==> src/rtl/scarv_cop_palu_shift_stage_pkg.sv <==
// Shared COP encodings: pack-width codes, packed-ALU shift ops, lane-width lookup
// and the pipeline payload records used by the shift stage.
package scarv_cop_palu_shift_stage_pkg;

  localparam logic [2:0] SCARV_COP_PW_1  = 3'd1;
  localparam logic [2:0] SCARV_COP_PW_2  = 3'd2;
  localparam logic [2:0] SCARV_COP_PW_4  = 3'd3;
  localparam logic [2:0] SCARV_COP_PW_8  = 3'd4;
  localparam logic [2:0] SCARV_COP_PW_16 = 3'd5;

  localparam logic [1:0] SCARV_COP_PALU_SLL  = 2'b00;
  localparam logic [1:0] SCARV_COP_PALU_SRL  = 2'b01;
  localparam logic [1:0] SCARV_COP_PALU_ROTL = 2'b10;
  localparam logic [1:0] SCARV_COP_PALU_ROTR = 2'b11;

  // Lane width in bits for a pack-width code; 0 marks an illegal code.
  function automatic logic [5:0] scarv_cop_pw_width(input logic [2:0] pw);
    case (pw)
      SCARV_COP_PW_1:  return 6'd32;
      SCARV_COP_PW_2:  return 6'd16;
      SCARV_COP_PW_4:  return 6'd8;
      SCARV_COP_PW_8:  return 6'd4;
      SCARV_COP_PW_16: return 6'd2;
      default:         return 6'd0;
    endcase
  endfunction

  function automatic logic scarv_cop_pw_legal(input logic [2:0] pw);
    return scarv_cop_pw_width(pw) != 6'd0;
  endfunction

  // In-lane bit-position mask (W-1); zero for illegal codes.
  function automatic logic [4:0] scarv_cop_pw_mask(input logic [2:0] pw);
    logic [5:0] w_m1;
    w_m1 = scarv_cop_pw_width(pw) - 6'd1;
    return scarv_cop_pw_legal(pw) ? w_m1[4:0] : 5'd0;
  endfunction

  typedef struct packed {
    logic [1:0]  op;
    logic [2:0]  pw;
    logic [31:0] crs1;
    logic [3:0]  rd;
    logic [4:0]  n;
  } s1_payload_t;

  typedef struct packed {
    logic [31:0] result;
    logic [3:0]  rd;
    logic        err;
  } s2_payload_t;

endpackage

==> src/rtl/scarv_cop_palu_shifter.sv <==
// Combinational packed shifter: per-lane SLL (sl), SRL, or rotate-left (r) of a by shamt.
// Shifts by >= lane width give zero; rotates use shamt mod lane width; illegal pw gives zero.
module scarv_cop_palu_shifter
  import scarv_cop_palu_shift_stage_pkg::*;
(
  input  logic [31:0] a,
  input  logic [5:0]  shamt,
  input  logic [2:0]  pw,
  input  logic        sl,
  input  logic        r,
  output logic [31:0] c
);

  logic       legal;
  logic [4:0] mask;
  logic [4:0] rot_amt;
  logic [4:0] idx;
  logic [4:0] pos;
  logic [4:0] base;

  always_comb begin
    // NOTE: every variable written here gets a default first, so no path leaves one holding its old value (no latch).
    c       = '0;
    idx     = '0;
    pos     = '0;
    base    = '0;
    legal   = scarv_cop_pw_legal(pw);
    mask    = scarv_cop_pw_mask(pw);
    rot_amt = shamt[4:0] & mask;
    for (int i = 0; i < 32; i++) begin
      idx  = 5'(i);
      pos  = idx & mask;
      base = idx & ~mask;
      if (!legal) begin
        c[i] = 1'b0;
      end else if (r) begin
        c[i] = a[base | ((pos - rot_amt) & mask)];
      end else if (sl) begin
        if ({1'b0, pos} >= shamt) c[i] = a[base | (pos - shamt[4:0])];
      end else begin
        if ((7'(pos) + 7'(shamt)) <= 7'(mask)) c[i] = a[base | (pos + shamt[4:0])];
      end
    end
  end

endmodule

==> src/rtl/scarv_cop_palu_shift_stage.sv <==
// Two-stage issue/capture wrapper around scarv_cop_palu_shifter with valid/ready
// handshakes, per-width amount normalisation and a synchronous flush.
module scarv_cop_palu_shift_stage
  import scarv_cop_palu_shift_stage_pkg::*;
(
  input  logic        g_clk,
  input  logic        g_resetn,
  input  logic        flush,
  input  logic        ivalid,
  output logic        iready,
  input  logic [1:0]  op,
  input  logic [2:0]  pw,
  input  logic [31:0] crs1,
  input  logic [31:0] crs2,
  input  logic [5:0]  imm,
  input  logic        use_imm,
  input  logic [3:0]  rd,
  output logic        ovalid,
  input  logic        oready,
  output logic [31:0] result,
  output logic [3:0]  rd_o,
  output logic        err
);

  logic        s1_valid_q, s1_valid_d;
  logic        s2_valid_q, s2_valid_d;
  s1_payload_t s1_q, s1_d;
  s2_payload_t s2_q, s2_d;

  logic        adv2;
  logic        accept;
  logic        s1_move;
  logic [5:0]  amt;
  logic [4:0]  lane_mask;
  logic [4:0]  m;
  logic [31:0] shift_c;
  logic        unused_crs2;

  assign adv2    = !s2_valid_q || oready;
  assign iready  = !s1_valid_q || adv2;
  assign accept  = ivalid && iready;
  assign s1_move = s1_valid_q && adv2;

  assign unused_crs2 = ^crs2[31:6];

  // Lane widths are powers of two, so (W - m) mod W is just -m masked to the lane.
  always_comb begin
    amt       = use_imm ? imm : crs2[5:0];
    lane_mask = scarv_cop_pw_mask(pw);
    m         = amt[4:0] & lane_mask;
    s1_d.op   = op;
    s1_d.pw   = pw;
    s1_d.crs1 = crs1;
    s1_d.rd   = rd;
    s1_d.n    = (op == SCARV_COP_PALU_ROTR) ? ((5'd0 - m) & lane_mask) : m;
  end

  scarv_cop_palu_shifter i_shifter (
    .a     (s1_q.crs1),
    .shamt ({1'b0, s1_q.n}),
    .pw    (s1_q.pw),
    .sl    (s1_q.op == SCARV_COP_PALU_SLL),
    .r     (s1_q.op[1]),
    .c     (shift_c)
  );

  always_comb begin
    s2_d.err    = !scarv_cop_pw_legal(s1_q.pw);
    s2_d.result = s2_d.err ? 32'd0 : shift_c;
    s2_d.rd     = s1_q.rd;
  end

  // Later assignments win: accept refills S1 after a move, flush overrides both.
  always_comb begin
    s1_valid_d = s1_valid_q;
    if (s1_move) s1_valid_d = 1'b0;
    if (accept)  s1_valid_d = 1'b1;
    if (flush)   s1_valid_d = 1'b0;

    s2_valid_d = s2_valid_q;
    if (oready)  s2_valid_d = 1'b0;
    if (s1_move) s2_valid_d = 1'b1;
    if (flush)   s2_valid_d = 1'b0;
  end

  // NOTE: state registers use non-blocking assignments so every flop samples pre-edge values.
  always_ff @(posedge g_clk) begin
    if (!g_resetn) begin
      s1_valid_q <= 1'b0;
      s2_valid_q <= 1'b0;
    end else begin
      s1_valid_q <= s1_valid_d;
      s2_valid_q <= s2_valid_d;
    end
  end

  // NOTE: S1 payload is not reset; it is only observed while s1_valid_q is set.
  always_ff @(posedge g_clk) begin
    if (accept) s1_q <= s1_d;
  end

  always_ff @(posedge g_clk) begin
    if (!g_resetn) begin
      s2_q <= '0;
    end else if (s1_move) begin
      s2_q <= s2_d;
    end
  end

  assign ovalid = s2_valid_q;
  assign result = s2_q.result;
  assign rd_o   = s2_q.rd;
  assign err    = s2_q.err;

endmodule

==> config.mk <==
export PLATFORM = sky130hd
export DESIGN_NAME = scarv_cop_palu_shift_stage
export DESIGN_NICKNAME = d
export VERILOG_FILES = /design/src/rtl/scarv_cop_palu_shift_stage_pkg.sv /design/src/rtl/scarv_cop_palu_shifter.sv /design/src/rtl/scarv_cop_palu_shift_stage.sv
export SDC_FILE = /design/constraint.sdc
export NUM_CORES = 1
export LEC_CHECK = 0
export CORE_ASPECT_RATIO = 1.1
export CORE_UTILIZATION = 54
export DETAILED_ROUTE_END_ITERATION = 16
export MAX_ROUTING_LAYER = met4
export PLACE_DENSITY = 0.76
export SYNTH_ARGS = -nofsm -noshare
export SYNTH_HDL_FRONTEND = slang
export SYNTH_HIERARCHICAL = 1
export SYNTH_SLANG_ARGS = --single-unit
==> constraint.sdc <==
create_clock -name g_clk -period 8.5 [get_ports g_clk]
set_input_delay 1.275 -clock g_clk [delete_from_list [all_inputs] [get_ports g_clk]]
set_output_delay 1.275 -clock g_clk [all_outputs]
set_load 0.005 [all_outputs]
==> flow_metrics.py, run 1 <==
metrics = {
    "pwr": {
        "swShare_pct": 50.2,
        "intPower_mw": 1.43,
        "pwr-share-comb_pct": 68.4,
        "p_per_area_nw_per_um2": 166,
        "leakage_nw": 6.64,
        "p_clk_share_pct": 14.7,
        "p_switching_mw": 1.44,
        "seqPwrFrac_pct": 16.9,
        "ir_drop_mv": 0.144,
    },
    "routing": {
        "vias_per_cell": 7.31,
        "wl_per_cell_um": 30.5,
        "drtPass1Iterations": 6,
        "drtAntennaViolNets": 0,
        "drt-total-wl_mm": 66.9,
        "drc": 0,
        "initialDrtViolationCount": 2059,
        "vias": 16100,
    },
    "worst_setup_path": {
        "crit_chain": "and3b_1 > inv_1 > ha_1 > inv_1 > nor2_2 > inv_1 > buf_4 > nand2b_1 > buf_4 > inv_1 > ha_1 > clkinv_1 > a21oi_1 > xnor2_1 > inv_1 > ha_1 > mux2i_1 > mux4_2 > a41o_1 > nor4_1 > o311a_1 > a22oi_1 > nor2b_1",
        "crit_family": "buffers and inverters",
        "cp.required_ns": 8.80,
        "path_buf_inv": 8,
        "cp_common_cell": "inv_1",
        "worstPathMaxFanout": 18,
        "max_stage_delay_ns": 0.76,
        "arrival_ns": 7.64,
        "end_kind": "register",
        "path_class": "register to register",
        "startpoint_type": "register",
        "crit_slowest_cell": "nor4_1",
    },
    "synthesis": {
        "syn_area_sq_um": 15800,
        "synth_edf_count": 46,
        "async_flop_share_pct": 0,
        "ys.flop_type": "edfxtp_1",
        "synth.largest_area_cell": "mux2i_1",
        "ys_ff_latch": 85,
        "synth_top_area_share_pct": 16.3,
        "synth_area_leaders": "mux2i_1 (16%), mux4_2 (13%), ha_1 (9.0%)",
        "yosys_warnings": 6,
        "synthDistinctLibCells": 82,
        "synth_nets": 2000,
        "ys_seq_area_share_pct": 13.7,
        "syn_area_per_cell_sq_um": 8.77,
        "synthCells": 1798,
        "synthTopCellsByCount": "mux2i_1 (256), nand2_1 (119), a21oi_1 (116)",
        "synthMostInstantiatedCell": "mux2i_1",
    },
    "global_route": {
        "first_global_vias": 14800,
        "grt_overflow": 0,
        "antenna_found_initial": 1,
        "grt_max_degree": 49,
        "grt_usage_pct": 46.3,
        "grt_pass1_wl_mm": 97.3,
    },
    "placement": {
        "place_area_sq_um": 17000,
        "io_buffer_count": 95,
        "gp_congestion": 1.10,
        "pre_cts_ws_ns": 1.55,
        "dp_hpwl_mm": 50.8,
    },
    "clocking": {
        "post_cts_resized": 0,
        "numCtsBuffers": 9,
        "htree_levels": 3,
        "hold_buffers": 0,
        "cts.sinks": 85,
        "post_cts_buffers": 0,
        "cts_root_buffer": "clkbuf_16",
        "cts_buffer_depth": 2,
        "insertion_delay_ns": 0.37,
        "clk_pin_slew_worst_paths_ns": 0.08,
        "cts_tree": "yes",
    },
    "sta": {
        "fin_skew_ns": 0.0155,
        "fmax_mhz": 136,
        "fin_setup_tns_ns": 0,
        "worst_pin_slew_ns": 1.25,
        "relSlewSlack_pct": 16.9,
        "final.setup.worst_slack_ns": 1.16,
        "hold_viol": 0,
        "slew_violations": 0,
        "layout_min_cycle_time_ns": 7.34,
        "rsz0062_at_grt": "no",
        "min_period_over_period_pct": 86.3,
        "setup_viol": 0,
    },
    "die": {
        "rows": 65,
        "dieArea_sq_um": 29900,
        "ios": 124,
        "fp.coreArea_sq_um": 28700,
        "initial_core_util_pct": 54.9,
        "dieWidth_um": 165,
        "die_h_um": 181,
    },
    "finish": {
        "area_growth_pct": 9.66,
        "fillers": 2558,
        "fin_util_pct": 60.2,
        "final_nets": 2024,
        "drive_gt1_share_pct": 11.3,
        "postLayoutCellArea_sq_um": 17300,
    },
    "worst_hold_path": {
        "hp-class": "register to register",
    },
    "run": {
        "cap_violations": 0,
    },
    "outcome": {
        "status": "complete, no violations",
    },
}
==> layout make-up <==
cell class                 count  area, sq um  share of cell area (%)
inverter                      70          263                    1.52
sequential                    85         2160                    12.5
timing repair buffer         136         1260                    7.28
clock buffer                  10          250                    1.45
antenna                        1         2.50                  0.0145
clock inverter                 6         56.3                   0.326
multi-input combinational   1520        12800                    74.2
tap                          368          460                    2.66
==> routing by layer <==
metal,GRT usage [%],vias to the layer above,routed length [um]
met5,-,-,0
met4,24.9,0,4370
met3,9.89,221,7900
met2,66.6,1198,28700
met1,60.1,7753,25900
li1,-,6882,-
==> per-stage QoR <==
stage,std cells,power [mW],hold slack [ns]
global placement,2179,2.32,0.454
CTS,2195,2.79,0.476
finish,2196,2.87,0.474
floorplan,1798,1.78,0.460
global route,2196,2.99,0.507
detailed placement,2179,2.36,0.465
==> worst paths after layout <==
kind	start	to	slack (ns)	depth (start not counted)
worst max-delay path	s1_q[42]$_DFFE_PP_	result[31]$_SDFFE_PN0P_	1.16	23
worst min-delay path	rd_o[0]$_SDFFE_PN0P_	rd_o[0]$_SDFFE_PN0P_	0.47	2
worst max register to register	s1_q[42]$_DFFE_PP_	result[31]$_SDFFE_PN0P_	1.16	23
worst min register to register	rd_o[0]$_SDFFE_PN0P_	rd_o[0]$_SDFFE_PN0P_	0.47	2
==> cell families after synthesis <==
logic type / after synthesis / share of synthesized area (%)
compound gates: 444 / 18.8
xor+xnor: 132 / 7.33
flops: 85 / 13.7
fa+ha+maj: 117 / 9.48
other cells: 1 / 0.0238
mux: 378 / 31.3
simple gates: 448 / 14.3
buf+inv: 193 / 5.02
==> worst min-delay path: cells and delay by family (launching register included) <==
| kind | cells | cell delay, ns |
|---|---|---|
| flops | 1 | 0.31 |
| compound gates | 1 | 0.06 |
| simple gates | 1 | 0.05 |
==> sequential cells by signal (all words and copies together), names as in the netlist <==
register	cells
s1_q	46
result	32
rd_o	4
err	1
ovalid	1
s1_valid_q	1
==> power groups by stage <==
stage | Sequential [mW] | Clock (mW) | Combinational (mW)
3_5_place_dp | 0.492 | 0 | 1.86
3_3_place_gp | 0.490 | 0 | 1.83
2_1_floorplan | 0.479 | 0 | 1.30
6_report | 0.485 | 0.421 | 1.96
4_1_cts | 0.482 | 0.429 | 1.88
5_1_grt | 0.485 | 0.440 | 2.06
==> layout by cell type (no fill, tap or decap), types with 10 or more instances in the layout <==
cell,Yosys,layout
or3_1,20,20
and4_1,11,11
a22oi_1,37,37
mux2i_1,256,256
buf_4,1,41
ha_1,113,112
a21boi_0,10,10
mux2_2,33,33
dfxtp_1,39,39
nor3_1,33,33
nand3_1,31,31
nand2b_1,16,16
nand4_1,14,14
nor4_1,10,10
nand2_1,119,118
nor2_1,98,96
nor3b_1,10,10
o211ai_1,10,10
a21o_1,20,20
a21oi_1,116,115
edfxtp_1,46,46
o21ai_0,72,72
inv_1,63,62
clkbuf_16,0,10
a31oi_1,37,37
xnor2_1,90,90
xor2_1,42,42
clkdlybuf4s50_1,0,95
a211oi_1,28,27
nor2b_1,54,54
mux4_2,89,89
Power figures use the tool's default switching activity.
==> run 2: changes to the inputs <==
DONT_BUFFER_PORTS = 1   (was default)
PLACE_DENSITY = 0.7   (was 0.76)
SKIP_CTS_REPAIR_TIMING = 1   (was default)
==> run 2 against run 1 <==
- global-route usage hardly changed
- sequential power hardly changed
- cell count is 3.8% lower
- via count is 2.8% lower
- total power is 1.2% lower
- maximum frequency is 1.2% higher
- register-to-register slack better by 0.09 ns
- count of clock-buffer cells in the layout is 1 lower
- utilization is 3.1 points lower
- non-clock buffer count is 84 lower
- routed wire length is 0.29% higher
- first-iteration DRC count is 4.9% higher
- largest cell class unchanged
==> flow_metrics.py, run 2 (synthesis gave the netlist of run 1 again) <==
metrics = {
    "outcome": {
        "status": "complete, no violations",
    },
    "finish": {
        "final_nets": 1940,
        "final_cell_mix": "mux2i_1 (256), nand2_1 (118), a21oi_1 (115), ha_1 (112), nor2_1 (96)",
        "postLayoutCellArea_sq_um": 16400,
        "final_common_cell": "mux2i_1",
        "fillers": 2632,
        "largest-register": "s1_q",
        "area_growth_pct": 4.05,
        "drive_gt1_share_pct": 12.4,
        "largest_reg_flops": 46,
    },
    "pwr": {
        "p_per_area_nw_per_um2": 173,
        "leakage_nw": 6.33,
        "ir_drop_mv": 0.153,
    },
    "die": {
        "fp.coreArea_sq_um": 28700,
        "initial_core_util_pct": 54.9,
        "dieWidth_um": 165,
        "die_h_um": 181,
        "dieArea_sq_um": 29900,
        "rows": 65,
        "ios": 124,
    },
    "sta": {
        "hold_viol": 0,
        "layout_min_cycle_time_ns": 7.25,
        "relSlewSlack_pct": 1.83,
        "fmax_mhz": 138,
        "fin_setup_tns_ns": 0,
        "rsz0062_at_grt": "no",
        "slew_violations": 0,
        "fin_skew_ns": 0.0138,
        "min_period_over_period_pct": 85.3,
        "worst_pin_slew_ns": 1.46,
        "setup_viol": 0,
        "final.setup.worst_slack_ns": 1.25,
    },
    "global_route": {
        "grt_overflow": 0,
        "grt_usage_pct": 46.3,
        "first_global_vias": 14400,
        "use_met2_pct": 66.3,
        "grt_util_met3_pct": 12.7,
        "grt.busiest_layer": "met2",
        "antenna_found_initial": 1,
        "grt_max_degree": 53,
        "global_route.usage.met1_pct": 59.1,
        "grt_pass1_wl_mm": 96.8,
    },
    "worst_setup_path": {
        "arrival_ns": 7.57,
        "cp_common_cell": "ha_1",
        "cp.required_ns": 8.81,
        "crit_slowest_cell": "a2111oi_0",
        "max_stage_delay_ns": 1.11,
        "worstPathMaxFanout": 12,
        "crit_chain": "and3b_1 > inv_1 > ha_1 > nor2b_1 > a32oi_1 > nand2_1 > clkinv_1 > buf_4 > ha_1 > or3_1 > o21ai_0 > xnor2_1 > ha_1 > nor2_1 > a21oi_1 > a211oi_1 > a221oi_1 > a2111oi_0 > buf_4 > a22oi_1 > nor2b_1",
        "end_kind": "register",
        "path_class": "register to register",
        "startpoint_type": "register",
    },
    "routing": {
        "vias": 15600,
        "drt-total-wl_mm": 67.1,
        "initialDrtViolationCount": 2159,
        "drtAntennaViolNets": 0,
        "drc": 0,
        "wl_per_cell_um": 31.8,
        "drtPass1Iterations": 9,
        "vias_per_cell": 7.39,
    },
    "clocking": {
        "cts_root_buffer": "clkbuf_16",
        "cts_tree": "yes",
        "htree_levels": 3,
        "cts.sinks": 85,
        "insertion_delay_ns": 0.38,
        "cts_buffer_depth": 2,
        "clk_pin_slew_worst_paths_ns": 0.08,
        "numCtsBuffers": 9,
    },
    "placement": {
        "io_buffer_count": 0,
        "dp_hpwl_mm": 50.9,
        "place_area_sq_um": 16100,
        "gp_congestion": 1.07,
        "pre_cts_ws_ns": 1.66,
    },
    "run": {
        "cap_violations": 0,
    },
    "worst_hold_path": {
        "hp-class": "register to register",
    },
}
-- run 2: metal layers --
metal  vias up  wire length [um]
li1       6696                 -
met1      7534             26000
met2      1146             28300
met3       223              8550
met4         0              4180
met5         -                 0
-- run 2: critical path, delay by kind of cell, from the launching register on --
kind,cells,cell delay [ns]
compound gates,7,2.83
xor+xnor,1,0.29
fa+ha+maj,3,1.20
buf+inv,4,0.84
flops,1,0.57
simple gates,6,1.45
-- run 2: worst paths after layout --
| kind | start | slack, ns | cells past startpoint | end |
|---|---|---|---|---|
| worst max-delay path | s1_q[42]$_DFFE_PP_ | 1.25 | 21 | result[28]$_SDFFE_PN0P_ |
| worst min-delay path | rd_o[0]$_SDFFE_PN0P_ | 0.50 | 2 | rd_o[0]$_SDFFE_PN0P_ |
| worst max register to register | s1_q[42]$_DFFE_PP_ | 1.25 | 21 | result[28]$_SDFFE_PN0P_ |
| worst min register to register | rd_o[0]$_SDFFE_PN0P_ | 0.50 | 2 | rd_o[0]$_SDFFE_PN0P_ |
-- run 2: metrics by stage --
stage               hold WS [ns]  power [mW]  util, %  instances
detailed placement         0.490        2.33     56.1       2095
finish                     0.496        2.84     57.1       2112
floorplan                  0.460        1.78        -       1798
global placement           0.475        2.30     56.1       2095
CTS                        0.502        2.75     57.1       2111
global route               0.519        2.95     57.1       2112
-- run 2: power breakdown --
part / switching [mW] / internal (mW) / total, mW
sequential: 0.0323 / 0.453 / 0.485
combinational: 1.20 / 0.732 / 1.93
clock: 0.210 / 0.206 / 0.416
-- run 2: area by class of cell --
cell class	count	area (sq um)	share of cell area, %
Tap cell	368	460	2.81
Clock inverter	7	67.6	0.412
Antenna cell	1	2.50	0.0153
Clock buffer	9	225	1.37
Inverter	70	263	1.60
Sequential cell	85	2160	13.2
Timing Repair Buffer	52	390	2.38
Multi-Input combinational cell	1520	12800	78.2
